$ cat src/rtl/aes_uart_pkg.sv
`default_nettype none
// ============================================================================
// Module : aes_uart_pkg
// Brief  : Shared command bytes, error codes, controller state encoding and
//          the inter-byte timeout derivation for the UART-to-AES front end.
// Rev    : 1.0  initial release
// ============================================================================
package aes_uart_pkg;

  // Frame command bytes
  localparam logic [7:0] CMD_KEY = 8'h4B;  // 'K'
  localparam logic [7:0] CMD_PT  = 8'h50;  // 'P'

  // Error causes reported on err_code
  typedef enum logic [1:0] {
    ERR_BAD_CMD = 2'd0,
    ERR_NO_KEY  = 2'd1,
    ERR_TIMEOUT = 2'd2,
    ERR_OVERRUN = 2'd3
  } err_code_t;

  // Frame controller states
  typedef enum logic [1:0] {
    ST_IDLE = 2'd0,
    ST_KEY  = 2'd1,
    ST_DATA = 2'd2,
    ST_HOLD = 2'd3
  } state_t;

  // One character is 10 bit times (start + 8 data + stop).
  function automatic int unsigned timeout_clks(input int unsigned clk_freq,
                                               input int unsigned baudrate,
                                               input int unsigned timeout_bytes);
    return timeout_bytes * 10 * (clk_freq / baudrate);
  endfunction

endpackage
`default_nettype wire

$ cat src/rtl/rx_timeout_timer.sv
`default_nettype none
// ============================================================================
// Module : rx_timeout_timer
// Brief  : Idle counter for the inter-byte timeout. Counts enabled cycles
//          since the last clear and flags the cycle in which the next edge
//          is the TIMEOUT_CLKS-th one.
// Ports  : clk     - system clock
//          rst_n   - asynchronous active-low reset
//          clear   - restart the count (accepted byte or controller idle)
//          enable  - count while a frame is being received
//          expired - high when the coming edge completes TIMEOUT_CLKS cycles
// Rev    : 1.0  initial release
// ============================================================================
module rx_timeout_timer #(
  parameter int unsigned TIMEOUT_CLKS = 34_720
) (
  input  logic clk,
  input  logic rst_n,
  input  logic clear,
  input  logic enable,
  output logic expired
);

  localparam int W = $clog2(TIMEOUT_CLKS + 1);
  // The clear edge leaves the count at 0, so after N idle edges it holds N;
  // the abort edge is the one where the count already reads TIMEOUT_CLKS-1.
  localparam logic [W-1:0] LIMIT = W'(TIMEOUT_CLKS - 1);

  logic [W-1:0] count;

  always_ff @(posedge clk or negedge rst_n) begin
    if (!rst_n) begin
      count <= '0;
    end else if (clear) begin
      count <= '0;
    end else if (enable && (count != LIMIT)) begin
      count <= count + W'(1);
    end
  end

  assign expired = enable && (count == LIMIT);

endmodule
`default_nettype wire

$ cat src/rtl/aes_rx_ctrl.sv
`default_nettype none
// ============================================================================
// Module : aes_rx_ctrl
// Brief  : Byte-level frame controller between uart_rx and the AES core.
//          Parses 'K'/'P' command-prefixed 16-byte frames into a 128-bit key
//          or plaintext block, hands plaintext over valid/ready, and reports
//          bad commands, missing key, inter-byte timeout and overrun.
// Ports  : clk, rst_n     - clock, asynchronous active-low reset
//          rx_data/rx_done - byte and one-cycle strobe from uart_rx
//          key_out/key_valid/key_loaded - latest key, update pulse, key seen
//          block_out/block_valid/block_ready - plaintext handshake
//          busy           - controller outside IDLE
//          err/err_code   - error pulse and held cause
// Rev    : 1.0  initial release
// ============================================================================
module aes_rx_ctrl
  import aes_uart_pkg::*;
#(
  parameter int unsigned CLK_FREQ      = 100_000_000,
  parameter int unsigned BAUDRATE      = 115_200,
  parameter int unsigned TIMEOUT_BYTES = 4
) (
  input  logic         clk,
  input  logic         rst_n,
  input  logic [7:0]   rx_data,
  input  logic         rx_done,
  output logic [127:0] key_out,
  output logic         key_valid,
  output logic         key_loaded,
  output logic [127:0] block_out,
  output logic         block_valid,
  input  logic         block_ready,
  output logic         busy,
  output logic         err,
  output logic [1:0]   err_code
);

  localparam int unsigned TIMEOUT_CLKS =
    timeout_clks(CLK_FREQ, BAUDRATE, TIMEOUT_BYTES);

  state_t         state;
  logic [3:0]     cnt;
  logic [127:0]   shreg;
  logic           in_frame;
  logic           tmr_clear;
  logic           tmr_expired;

  // The timer only runs while a frame is being assembled; any accepted byte
  // (the command byte is accepted in IDLE, where the timer is held clear)
  // restarts it.
  assign in_frame  = (state == ST_KEY) || (state == ST_DATA);
  assign tmr_clear = rx_done || !in_frame;

  rx_timeout_timer #(
    .TIMEOUT_CLKS (TIMEOUT_CLKS)
  ) u_timer (
    .clk     (clk),
    .rst_n   (rst_n),
    .clear   (tmr_clear),
    .enable  (in_frame),
    .expired (tmr_expired)
  );

  // The shift register doubles as the plaintext output; it is frozen in HOLD
  // because bytes arriving there are dropped.
  assign block_out = shreg;

  always_ff @(posedge clk or negedge rst_n) begin
    if (!rst_n) begin
      state       <= ST_IDLE;
      cnt         <= 4'd0;
      shreg       <= '0;
      key_out     <= '0;
      key_valid   <= 1'b0;
      key_loaded  <= 1'b0;
      block_valid <= 1'b0;
      busy        <= 1'b0;
      err         <= 1'b0;
      err_code    <= 2'd0;
    end else begin
      key_valid <= 1'b0;
      err       <= 1'b0;

      case (state)
        ST_IDLE: begin
          if (rx_done) begin
            if (rx_data == CMD_KEY) begin
              state <= ST_KEY;
              cnt   <= 4'd0;
              busy  <= 1'b1;
            end else if (rx_data == CMD_PT) begin
              if (key_loaded) begin
                state <= ST_DATA;
                cnt   <= 4'd0;
                busy  <= 1'b1;
              end else begin
                err      <= 1'b1;
                err_code <= ERR_NO_KEY;
              end
            end else begin
              err      <= 1'b1;
              err_code <= ERR_BAD_CMD;
            end
          end
        end

        ST_KEY, ST_DATA: begin
          // A byte on the expiry edge wins over the timeout.
          if (rx_done) begin
            shreg <= {shreg[119:0], rx_data};
            cnt   <= cnt + 4'd1;
            if (cnt == 4'd15) begin
              if (state == ST_KEY) begin
                key_out    <= {shreg[119:0], rx_data};
                key_valid  <= 1'b1;
                key_loaded <= 1'b1;
                state      <= ST_IDLE;
                busy       <= 1'b0;
              end else begin
                block_valid <= 1'b1;
                state       <= ST_HOLD;
              end
            end
          end else if (tmr_expired) begin
            // Partial frames are abandoned; key_out/key_loaded untouched.
            state    <= ST_IDLE;
            busy     <= 1'b0;
            err      <= 1'b1;
            err_code <= ERR_TIMEOUT;
          end
        end

        ST_HOLD: begin
          // Overrun is flagged even if the handshake completes this edge.
          if (rx_done) begin
            err      <= 1'b1;
            err_code <= ERR_OVERRUN;
          end
          if (block_valid && block_ready) begin
            block_valid <= 1'b0;
            state       <= ST_IDLE;
            busy        <= 1'b0;
          end
        end

        default: begin
          state <= ST_IDLE;
          busy  <= 1'b0;
        end
      endcase
    end
  end

endmodule
`default_nettype wire

$ cat config.mk
export PLATFORM = sky130hd
export DESIGN_NAME = aes_rx_ctrl
export DESIGN_NICKNAME = d
export VERILOG_FILES = /design/src/rtl/aes_uart_pkg.sv /design/src/rtl/rx_timeout_timer.sv /design/src/rtl/aes_rx_ctrl.sv
export SDC_FILE = /design/constraint.sdc
export NUM_CORES = 1
export LEC_CHECK = 0
export ABC_AREA = 1
export CORE_MARGIN = 2
export CORE_UTILIZATION = 54
export DETAILED_ROUTE_END_ITERATION = 8
export PLACE_DENSITY = 0.89
export SLEW_MARGIN = 20
export SYNTH_ARGS = -nofsm -noshare
export SYNTH_HDL_FRONTEND = slang
export SYNTH_SLANG_ARGS = --single-unit
$ cat constraint.sdc
create_clock -name clk -period 2.8 [get_ports clk]
set_input_delay 0.84 -clock clk [delete_from_list [all_inputs] [get_ports clk]]
set_output_delay 0.84 -clock clk [all_outputs]
set_load 0.02 [all_outputs]
==> summary.md <==
| Metric | Value |
|---|---|
| Outcome | completed |
| Fillers | 1436 |
| Pin count of the biggest net entering global routing | 140 |
| Reg clk slew, reported paths | 60 ps |
| Net Sw Power | 4.89 mW |
| CP Launch Type | register |
| Register area share after synthesis | 62.0% |
| Pre-CTS setup slack | 103 ps |
| Starting Density | 54.9% |
| Power per cell area | 875 mW/mm^2 |
| Sequential Area | 0.00713 mm^2 |
| First-pass GRT wire length | 46500 um |
| Relative slew slack | 58.2% |
| Commonest cells after routing, fill and taps aside | 316 x nand2_1, 285 x dfrtp_1, 273 x clkdlybuf4s50_1, 159 x inv_1, 150 x o21ai_0 |
| Total track usage | 25.8% |
| Worst Max-Slew Pin Slew | 627 ps |
| DR DRC count | 0 |
| Clock share of power | 28.2% |
| PnR worst setup slack | 310 ps |
| Buf/Inv on CP | 1 |
| Post-Syn Nets | 1199 |
| Initial DRC Count | 552 |
| TritonCTS clock tree | built |
| Leak Pwr | 6.85 nW |
| Gpl congestion | 0.823 |
| Worst-Skew Late Latency | 540 ps |
| Drt first pass iters | 5 |
| Setup crit end kind | primary output |
| Top Ports | 275 |
| Post-Route WL | 29000 um |
| Global route overflow | 0 |
| Post-route ant nets | 0 |
| Critical path start-end classification | reg -> out |
| Max VDD drop | 0.000588 V |
| N_diodes | 0 |
| Final Slew Violations | 0 |
| IO Port Bufs | 274 |
| Worst reg2reg path depth | 8 |
| Internal power | 8.62 mW |
| Die area | 0.0225 mm^2 |
| Row count | 53 |
| CP peak stage delay | 650 ps |
| Mapped Cells | 1182 |
| Minimum clock period | 2490 ps |
| PostCTS Resize Cnt | 0 |
| Via density | 5.23 |
| Die H | 150 um |
| Sw frac | 36.2% |
| Fmax | 402 MHz |
| Clk buf depth | 3 |
| CP top delay family | buffers and inverters |
| Cell area after synthesis | 0.0115 mm^2 |
| Routed vias | 9093 |
| Initial antenna violation count | 0 |
| Share of post-route cells with drive strength above 1 | 11.5% |
| Required time of the critical path | 1960 ps |
| Post-CTS setup repair buffer count | 0 |
| Ratio of final minimum period to clock period | 88.9% |
| Vias in the first global route | 8982 |
| RSZ-0062 raised after global routing | false |
| CTS Root Cell | clkbuf_16 |
| Setup violators final | 0 |
| Critical-path cell list | clkdlybuf4s50_1 |
| CP arrival | 1650 ps |
| Post-synthesis cell type count | 27 |
| Avg WL per Cell | 16.7 um |
| Max cap viols | 0 |
| Most common cell after layout, fill and taps aside | nand2_1 |
| Multi-input gate area | 0.00343 mm^2 |
| Post-DP HPWL | 20300 um |
| Final nets | 1461 |
| WP depth | 1 |
| Comb pwr share | 31.5% |
| Avg Inst Size Synth | 9.74 um^2 |
| Cts-stage hold buffer count | 0 |
| CP max-delay cell | clkdlybuf4s50_1 |
| WHS | 92.1 ps |
| Die width | 150 um |
| Number of synthesized register bits | 285 |
| Sequential Power Share | 40.3% |
| HP Class | in -> async |
| Setup TNS Final | 0 ps |
| YS warnings | 0 |
| Final hold vios | 0 |
| CTS Buf Count | 28 |
| Clk sinks | 285 |
| H-tree levels | 1 |
| Synth-to-Final Area Change | 34.2% |
| Worst Clk Skew | 19.2 ps |
| Worst Path Max Fanout | 3 |
| Core area | 0.0210 mm^2 |
-- cells by family (layout without fill, tap and decap cells) --
| kind of cell | count (synthesis) | in the layout | share of synthesized area (%) |
|---|---|---|---|
| adder cells (fa/ha/maj) | 5 | 5 | 0.543 |
| AND/OR/NAND/NOR | 386 | 386 | 13.4 |
| flip-flops | 285 | 285 | 62.0 |
| AO/OA/AOI/OAI | 283 | 283 | 15.6 |
| buffers and inverters | 220 | 503 | 8.28 |
| XOR/XNOR | 3 | 3 | 0.228 |
-- Yosys cell counts, drive strengths merged --
| cell type | n | area [um^2] |
|---|---|---|
| o21ai | 272 | 1740 |
| nand2 | 317 | 1200 |
| inv | 161 | 604 |
| a21boi | 1 | 7.51 |
| o31ai | 2 | 15.0 |
| clkbuf | 25 | 93.8 |
| dfrtp | 285 | 7130 |
| nand4 | 7 | 43.8 |
| nor3 | 7 | 46.3 |
| a21oi | 8 | 40.0 |
| or2 | 1 | 6.26 |
| nor3b | 1 | 7.51 |
| buf | 34 | 255 |
| xor2 | 3 | 26.3 |
| nor2 | 27 | 104 |
| nand3 | 25 | 125 |
| ha | 5 | 62.6 |
| nand3b | 1 | 7.51 |
-- layer usage --
| metal | track usage, % | share of wire [%] | vias to the layer above | wire length (um) |
|---|---|---|---|---|
| li1 | - | - | 4259 | - |
| met1 | 32.7 | 39 | 4415 | 11400 |
| met2 | 43.4 | 50 | 347 | 14400 |
| met3 | 5.64 | 7.8 | 72 | 2250 |
| met4 | 9.81 | 3.5 | 0 | 1010 |
| met5 | 0 | 0 | - | 0 |
-- flip-flops by register name (all words and copies together), names as in the netlist --
name,flops
u_timer.count,16
block_out,128
err_code,2
state,2
key_out,128
err,1
busy,1
key_loaded,1
key_valid,1
block_valid,1
cnt,4
-- per-stage QoR --
step                util [%]  cells  instance area, um^2  power, mW
floorplan                  -   1182                11500       7.70
global placement        69.2   1689                14500       9.56
detailed placement      69.2   1689                14500       9.74
CTS                     73.7   1740                15400       13.6
global route            73.7   1740                15400       14.2
finish                  73.7   1740                15400       13.5
-- area by class of cell --
type	instances	share of cell area (%)
clock buffer	42	5.40
clock inverter	9	0.729
inverter	161	3.96
multi-input combinational	677	22.2
sequential	285	46.2
tap	275	2.23
timing repair buffer	291	19.3
-- power groups by stage --
stage | combinational (mW) | sequential [mW] | clock [mW]
final | 4.26 | 5.44 | 3.81
after global routing | 4.66 | 5.52 | 4.06
after CTS | 4.29 | 5.43 | 3.87
after floorplan | 1.62 | 6.08 | 0
after global placement | 4.11 | 5.45 | 0
after detailed placement | 4.25 | 5.49 | 0
-- path summary, 6_finish.rpt --
path / endpoint / start / slack (ps)
worst max-delay path: block_out[91] / block_out[91] / 310
worst min-delay path: block_out[64] / rst_n / 90
worst max register to register: key_out[84] / state[0] / 560
worst min register to register: key_out[56] / key_out[56] / 480
max in group asynchronous: block_out[111] / rst_n / 1870
min in group clk: key_out[56] / key_out[56] / 480
Power figures use the tool's default switching activity.
